## src/rtl/zemina90_ctrl.sv

```systemverilog
// -----------------------------------------------------------------------------
// zemina90_ctrl
//
// Controller for the Zemina 90-in-1 cartridge mapper. It holds the bank
// register written through I/O port 77h. Each CPU read in 4000h-BFFFh becomes
// one request/acknowledge fetch on the shared SDRAM port, and the CPU is held
// in wait until the byte comes back.
//
// Optional feature macro: ZEMINA90_READBACK_EN
//   When defined, an I/O read of port 77h returns bank_reg on cpu_data with
//   cpu_data_oe high, combinationally and with no wait state.
//   When undefined, I/O reads are ignored.
//
// Ports:
//   clk          in   system clock, all state on rising edge
//   reset        in   asynchronous active-high reset
//   enable       in   slot configured as Zemina 90; when low, new bus cycles are ignored
//   iorq/mreq    in   Z80 I/O and memory request strobes (active-high)
//   rd/wr        in   Z80 read and write strobes (active-high)
//   addr[15:0]   in   CPU address
//   data_in[7:0] in   CPU write data
//   bank_reg[7:0]out  current port 77h value
//   cpu_wait     out  CPU wait request
//   cpu_data[7:0]out  read data to CPU
//   cpu_data_oe  out  cpu_data valid / drive enable
//   mem_req      out  SDRAM read request
//   mem_addr[26:0] out SDRAM byte address (all-ones when idle)
//   mem_ack      in   one-cycle acknowledge, mem_data valid in the same cycle
//   mem_data[7:0]in   SDRAM read data
// -----------------------------------------------------------------------------
module zemina90_ctrl (
    input  logic        clk,
    input  logic        reset,
    input  logic        enable,
    input  logic        iorq,
    input  logic        mreq,
    input  logic        rd,
    input  logic        wr,
    input  logic [15:0] addr,
    input  logic [7:0]  data_in,
    output logic [7:0]  bank_reg,
    output logic        cpu_wait,
    output logic [7:0]  cpu_data,
    output logic        cpu_data_oe,
    output logic        mem_req,
    output logic [26:0] mem_addr,
    input  logic        mem_ack,
    input  logic [7:0]  mem_data
);

    typedef enum logic [1:0] {
        ST_IDLE = 2'd0,
        ST_REQ  = 2'd1,
        ST_HOLD = 2'd2
    } state_t;

    state_t      state_q;
    logic [7:0]  bank_q;
    logic        io_wr_prev_q;
    logic        mem_rd_prev_q;
    logic        mem_req_q;
    logic [26:0] mem_addr_q;
    logic [7:0]  data_q;
    logic        oe_q;

    logic        io_wr_hit;
    logic        mem_rd_hit;
    logic        start;
    logic [5:0]  bank_d;
    logic        sub_d;
    logic [26:0] mem_addr_d;

    // Bus decodes. A mapped read is 4000h-BFFFh, i.e. A15 != A14.
    assign io_wr_hit  = enable & iorq & wr & (addr[7:0] == 8'h77);
    assign mem_rd_hit = enable & mreq & rd & (addr[15] ^ addr[14]);

    // Only a fresh read (rising edge of the decode) opens a transaction, and
    // only from IDLE. Gating with reset keeps cpu_wait low while reset is held
    // even if the CPU is still presenting a read.
    assign start = ~reset & mem_rd_hit & ~mem_rd_prev_q & (state_q == ST_IDLE);

    // Bank/sub-page selection from the current bank register and CPU address.
    always_comb begin
        bank_d = bank_q[5:0];
        sub_d  = addr[13];
        case (bank_q[7:6])
            2'b10: begin
                // 16KB-pair mode: low page in 4000h-7FFFh, high page above.
                bank_d = addr[15] ? (bank_q[5:0] | 6'h01) : (bank_q[5:0] & 6'h3E);
            end
            2'b11: begin
                // 8KB halves swapped in the 8000h-BFFFh window.
                sub_d = addr[13] ^ addr[15];
            end
            default: begin
                bank_d = bank_q[5:0];
                sub_d  = addr[13];
            end
        endcase
        mem_addr_d = {7'b0, bank_d, sub_d, addr[12:0]};
    end

    // Single FSM process; all memory-side outputs are registered here.
    always_ff @(posedge clk or posedge reset) begin
        if (reset) begin
            state_q       <= ST_IDLE;
            bank_q        <= 8'h00;
            io_wr_prev_q  <= 1'b0;
            mem_rd_prev_q <= 1'b0;
            mem_req_q     <= 1'b0;
            mem_addr_q    <= '1;
            data_q        <= 8'hFF;
            oe_q          <= 1'b0;
        end else begin
            io_wr_prev_q  <= io_wr_hit;
            mem_rd_prev_q <= mem_rd_hit;

            // The bank register may change at any time; an in-flight fetch
            // keeps the address latched at its start.
            if (io_wr_hit && !io_wr_prev_q) begin
                bank_q <= data_in;
            end

            case (state_q)
                ST_IDLE: begin
                    if (start) begin
                        state_q    <= ST_REQ;
                        mem_req_q  <= 1'b1;
                        mem_addr_q <= mem_addr_d;
                    end
                end
                ST_REQ: begin
                    // No exit on enable or strobes: the arbiter handshake
                    // always runs to completion once issued.
                    if (mem_ack) begin
                        state_q   <= ST_HOLD;
                        mem_req_q <= 1'b0;
                        data_q    <= mem_data;
                        oe_q      <= 1'b1;
                    end
                end
                ST_HOLD: begin
                    if (!rd || !mreq) begin
                        state_q    <= ST_IDLE;
                        oe_q       <= 1'b0;
                        data_q     <= 8'hFF;
                        mem_addr_q <= '1;
                    end
                end
                default: begin
                    state_q    <= ST_IDLE;
                    mem_req_q  <= 1'b0;
                    oe_q       <= 1'b0;
                    data_q     <= 8'hFF;
                    mem_addr_q <= '1;
                end
            endcase
        end
    end

    assign bank_reg = bank_q;
    assign cpu_wait = start | (state_q == ST_REQ);
    assign mem_req  = mem_req_q;
    assign mem_addr = mem_addr_q;

`ifdef ZEMINA90_READBACK_EN
    logic io_rd_hit;
    assign io_rd_hit   = enable & iorq & rd & (addr[7:0] == 8'h77);
    assign cpu_data    = io_rd_hit ? bank_q : data_q;
    assign cpu_data_oe = io_rd_hit | oe_q;
`else
    assign cpu_data    = data_q;
    assign cpu_data_oe = oe_q;
`endif

endmodule

```

## config.mk

```make
export PLATFORM = sky130hd
export DESIGN_NAME = zemina90_ctrl
export DESIGN_NICKNAME = d
export VERILOG_FILES = /design/src/rtl/zemina90_ctrl.sv
export SDC_FILE = /design/constraint.sdc
export NUM_CORES = 1
export LEC_CHECK = 0
export CAP_MARGIN = 10
export CORE_ASPECT_RATIO = 0.7
export CORE_MARGIN = 8
export CORE_UTILIZATION = 42
export CTS_CLUSTER_DIAMETER = 40
export DETAILED_ROUTE_END_ITERATION = 6
export PLACE_DENSITY = 0.8
export SLEW_MARGIN = 20
export SYNTH_ARGS = -nofsm -noshare
export SYNTH_HDL_FRONTEND = slang
export SYNTH_SLANG_ARGS = --single-unit
```

## constraint.sdc

```tcl
create_clock -name clk -period 1.5 [get_ports clk]
set_input_delay 0.225 -clock clk [delete_from_list [all_inputs] [get_ports clk]]
set_output_delay 0.225 -clock clk [all_outputs]
set_load 0.01 [all_outputs]
```

-- Word level (Yosys, flattened, before mapping)
Index checks and enable logic that the tools add are counted.
- memory bits (writable): 0
- bits in read-only memories: 0
- memories: 0
- bits in latches: 0
- register bits: 49
- output and inout bits: 46
- input port bits: 40
- word-level logic and storage cells: 62
- divide/modulo/power cells: 0
- $lt $le $gt $ge: 0
- equal/unequal tests: 8
- reduce and logical (&&, ||, !) cells: 10
- multiplexer cells: 19
- shift operators: 0
- bitwise gates (word level): 17
- multipliers: 0
- $add $sub $neg: 0
- operator list (operator ; count):
    one-hot mux 27 bit (3 select lines) ; 1
    two-way mux 27 bit ; 2
    one-hot mux 8 bit (3 select lines) ; 1
    two-way mux 8 bit ; 2
    AND reduction 3 bit ; 4
    bitwise AND 1 bit ; 9
    == test 8 x 7 -> 1 bit, second input constant ; 1
    two-way mux 1 bit ; 7
    == test 2 bit, second input constant ; 3
    two-way mux 2 bit ; 3
    != test 2 bit, second input constant ; 3
    one-hot mux 1 bit (3 select lines) ; 2
    one-hot mux 2 bit (3 select lines) ; 1
    NOT 1 bit ; 5
    logical NOT 1 bit ; 3
    == test 2 x 1 -> 1 bit, second input constant ; 1
    logical NOT 2 bit ; 1
    XOR 1 bit ; 2
    logical AND 1 bit ; 1
    logical OR 1 bit ; 1
    OR 1 bit ; 1

-- Logic depth before layout (Yosys ltp)
- word-level depth: 8
- gate-level depth with buffers: 5
- depth with buffers taken out: 3

-- Worst setup path after synthesis
Ideal clock, no wire load.
- path kind: input port to flip-flop
- start point: input port addr[3]
- end point: register bank_q[0], in the netlist bank_reg[0]
- stages on the path: 3
- path slack: 0.150 ns
- data arrival time: 1.225 ns
- path buffers: 0
- cell sequence: nand4b_4 > nor4_4 > mux2_2
- word-level cells in the longest chain between the ends: 3
- ends and longest elaborated chain (element ; RTL line ; text):
    from (decl) ; 39 ; input logic [15:0] addr,
    == test 8 x 7 -> 1 bit ; 74 ; assign io_wr_hit = enable & iorq & wr & (addr[7:0] == 8'h77);
    bitwise AND 1 bit ; 74 ;
    logical AND 1 bit ; 120 ; if (io_wr_hit && !io_wr_prev_q) begin
    to (signal assigned) ; 121 ; bank_q <= data_in;
    to (decl) ; 58 ; logic [7:0] bank_q;
No other way between the ends.
A chain may end at the register's enable or synchronous reset.

-- Worst setup path in the final report
- start point: register mem_rd_prev_q
- end point: output port cpu_wait
- word-level cells in the longest chain between the ends: 4
- ends and longest elaborated chain (element ; RTL line ; text):
    from (decl) ; 60 ; logic mem_rd_prev_q;
    from (signal assigned) ; 116 ; mem_rd_prev_q <= mem_rd_hit;
    NOT 1 bit ; 80 ; assign start = ~reset & mem_rd_hit & ~mem_rd_prev_q & (state_q == ST_IDLE);
    bitwise AND 1 bit (2 in a row) ; 80 ;
    OR 1 bit ; 162 ; assign cpu_wait = start | (state_q == ST_REQ);
    to (decl) ; 42 ; output logic cpu_wait,
No other way between the ends.

==> impl_metrics.ini <==
[clock_network]
cts_tree = yes
clkTransAtPathRegs_ns = 0.08
clock_path_buffers = 2
numCtsBuffers = 5
hold_buffers = 0
cts.sinks = 43
root_buffer = clkbuf_8
clock_latency_ns = 0.29
htreeDepth = 2

[pwr]
p_leak_uw = 0.00159
total_power_uw = 3980
powerDensity_nw_per_um2 = 1290
ir_drop_mv = 0.787

[route]
wirelength_microns = 5350
ant_nets = 0
vias = 1577
via_per_inst = 4.88
routedWlPerCell_microns = 16.5
drc = 0
drtIter0Drc = 58
first_pass_iters = 4

[setup_path]
crit_family = flip-flops
crit_type = register to output pin
crit_path_max_incr_delay_ns = 0.39
arrival_ns = 1.23
rrSetupSlack_ns = 0.08
worstPathBufferInverterCount = 1
crit_required_ns = 1.27
r2r_cells = 4
r2r-start = state_q[1]
cpMaxStageDelayCell = dfrtp_1
crit_fanout = 2
critPathLaunchType = register
end_kind = output pin
r2r-end = cpu_data[6]
path_cells = nor3b_2 > a31oi_1 > nor2_1 > buf_2

[floorplanning]
die_area_sq_um = 7110
die_h_microns = 73
start_util_pct = 44.3
fp.dieW_microns = 97.4
placementRows = 20
core-area_sq_um = 4400
io_pins = 86

[synth]
synth_warnings = 0
synth_edf_count = 0
ys_ff_latch = 43
netlist_instances = 164
syn-num-nets = 204
synthFlopType = dfstp_2
syn_area_per_cell_sq_um = 11.9
yosysSeqAreaShare_pct = 57.1
async_flop_share_pct = 100
synth_cell_types = 28
netlist_area_sq_um = 1950

[grt]
grt_max_degree = 28
overflow = 0
grt_pass1_vias = 1669
grt_usage_pct = 14.6
antenna_found_initial = 0
grt_pass1_wl_microns = 8530

[sta]
tns_ns = 0
fmax_mhz = 690
fin_skew_ns = 0.00667
hold_viol = 0
rsz0062_at_grt = yes
tightest_slew_ns = 0.396
fin_crit_ns = 1.45
drv_slew = 0
relSlewSlack_pct = 73.5
timing.final.ws_setup_ns = 0.0499
timing.final.crit_share_pct = 96.7
setup_viol = 0

[placement]
place_inst = 311
port_buffers = 85
dpl.hpwl_microns = 4030
preCtsSetupSlack_ns = -0.516
gp_congestion = 0.829

[layout]
antenna_cells = 0
fillers = 362
final_common_cell = dlygate4sd2_1
final_util_pct = 70.2
largest_reg_flops = 21
layout_common_cells = dlygate4sd2_1 (41), clkdlybuf4s50_1 (38), dfstp_2 (29)
post_layout_nonfiller_instances = 323
drive_gt1_share_pct = 28.0
areaGrowthSynthToFinish_pct = 58.7
num-nets-final = 307

[min_path]
min_path_type = input pin to asynchronous set/reset pin

[flow_run]
cap_viol_max_count = 0

[outcome]
outcome = finished, final reports clean
==> cell families (layout without fill, tap and decap cells) <==
family / count (synthesis) / in the layout / share of synthesized area (%)
multiplexers: 29 / 29 / 15.4
flip-flops: 43 / 43 / 57.1
XOR/XNOR: 2 / 2 / 0.899
AO/OA/AOI/OAI: 36 / 36 / 11.2
buffers and inverters: 35 / 139 / 8.02
AND/OR/NAND/NOR: 19 / 19 / 7.45
==> worst reg2reg max path, stage by stage (launching register included) <==
cell and delay, ns:
dfrtp_1 0.42, buf_4 0.20, inv_1 0.12, nand3_1 0.30, o22a_1 0.32
==> worst max path at each step <==
stage	start	cells past startpoint	to	slack, ns
6_report	mem_rd_prev_q	4	cpu_wait	0.05
3_5_place_dp	enable	5	cpu_wait	-0.52
2_1_floorplan	addr[3]	3	bank_reg[0]	0.15
5_1_grt	mem_rd_prev_q	4	cpu_wait	-0.04
4_1_cts	mem_rd_prev_q	4	cpu_wait	0.03
3_3_place_gp	addr[15]	5	cpu_wait	-0.49
==> through the flow <==
step           instance area [sq um]  hold slack [ns]
2_1_floorplan                   1950            0.318
3_3_place_gp                    2970            0.487
3_5_place_dp                    2970            0.495
4_1_cts                         3050            0.287
5_1_grt                         3090            0.139
6_report                        3090            0.142
==> Yosys cell counts (2+ instances only) <==
library cell	n	share of area [%]
dfrtp_1	14	18
dfstp_2	29	39
xor2_1	2	0.90
mux2i_1	21	11
a21oi_1	23	5.9
inv_1	22	4.2
o21ai_0	2	0.51
mux2_2	8	4.6
clkbuf_1	5	0.96
o22a_1	8	3.6
nand2b_1	2	0.64
nand3_1	4	1.0
buf_2	2	0.51
buf_4	6	2.3
nor2_1	3	0.58
==> power by group <==
part | switching (uW) | leakage [uW] | total (uW) | internal (uW)
logic | 618 | 0.00104 | 1330 | 713
clock network | 360 | 0.0000515 | 780 | 420
registers | 177 | 0.000495 | 1870 | 1700
==> metal layers <==
metal  up-vias  global-route usage, %  part of all wire (%)
li1        766                      -                     -
met1       745                   18.3                    45
met2        62                   23.0                    46
met3         4                   5.87                   8.4
met4         0                   3.51                  0.86
met5         -                      0                     0
==> repair_timing <==
item | in CTS | in global routing
gates resized for setup | 51 | 11
pin swaps | 4 | 2
setup buffers | 1 | 1
gates cloned | 1 | 1
setup endpoints to repair | 48 | 33
==> final cells by class <==
cell class                      instances  area, sq um  area share, %
Clock buffer                            8          100           3.24
Tap cell                               55         68.8           2.22
Multi-Input combinational cell         86          702           22.7
Timing Repair Buffer                  109         1030           33.2
Sequential cell                        43         1110           36.0
Inverter                               22         82.6           2.67
No activity file was read; power rests on OpenSTA's default activity.
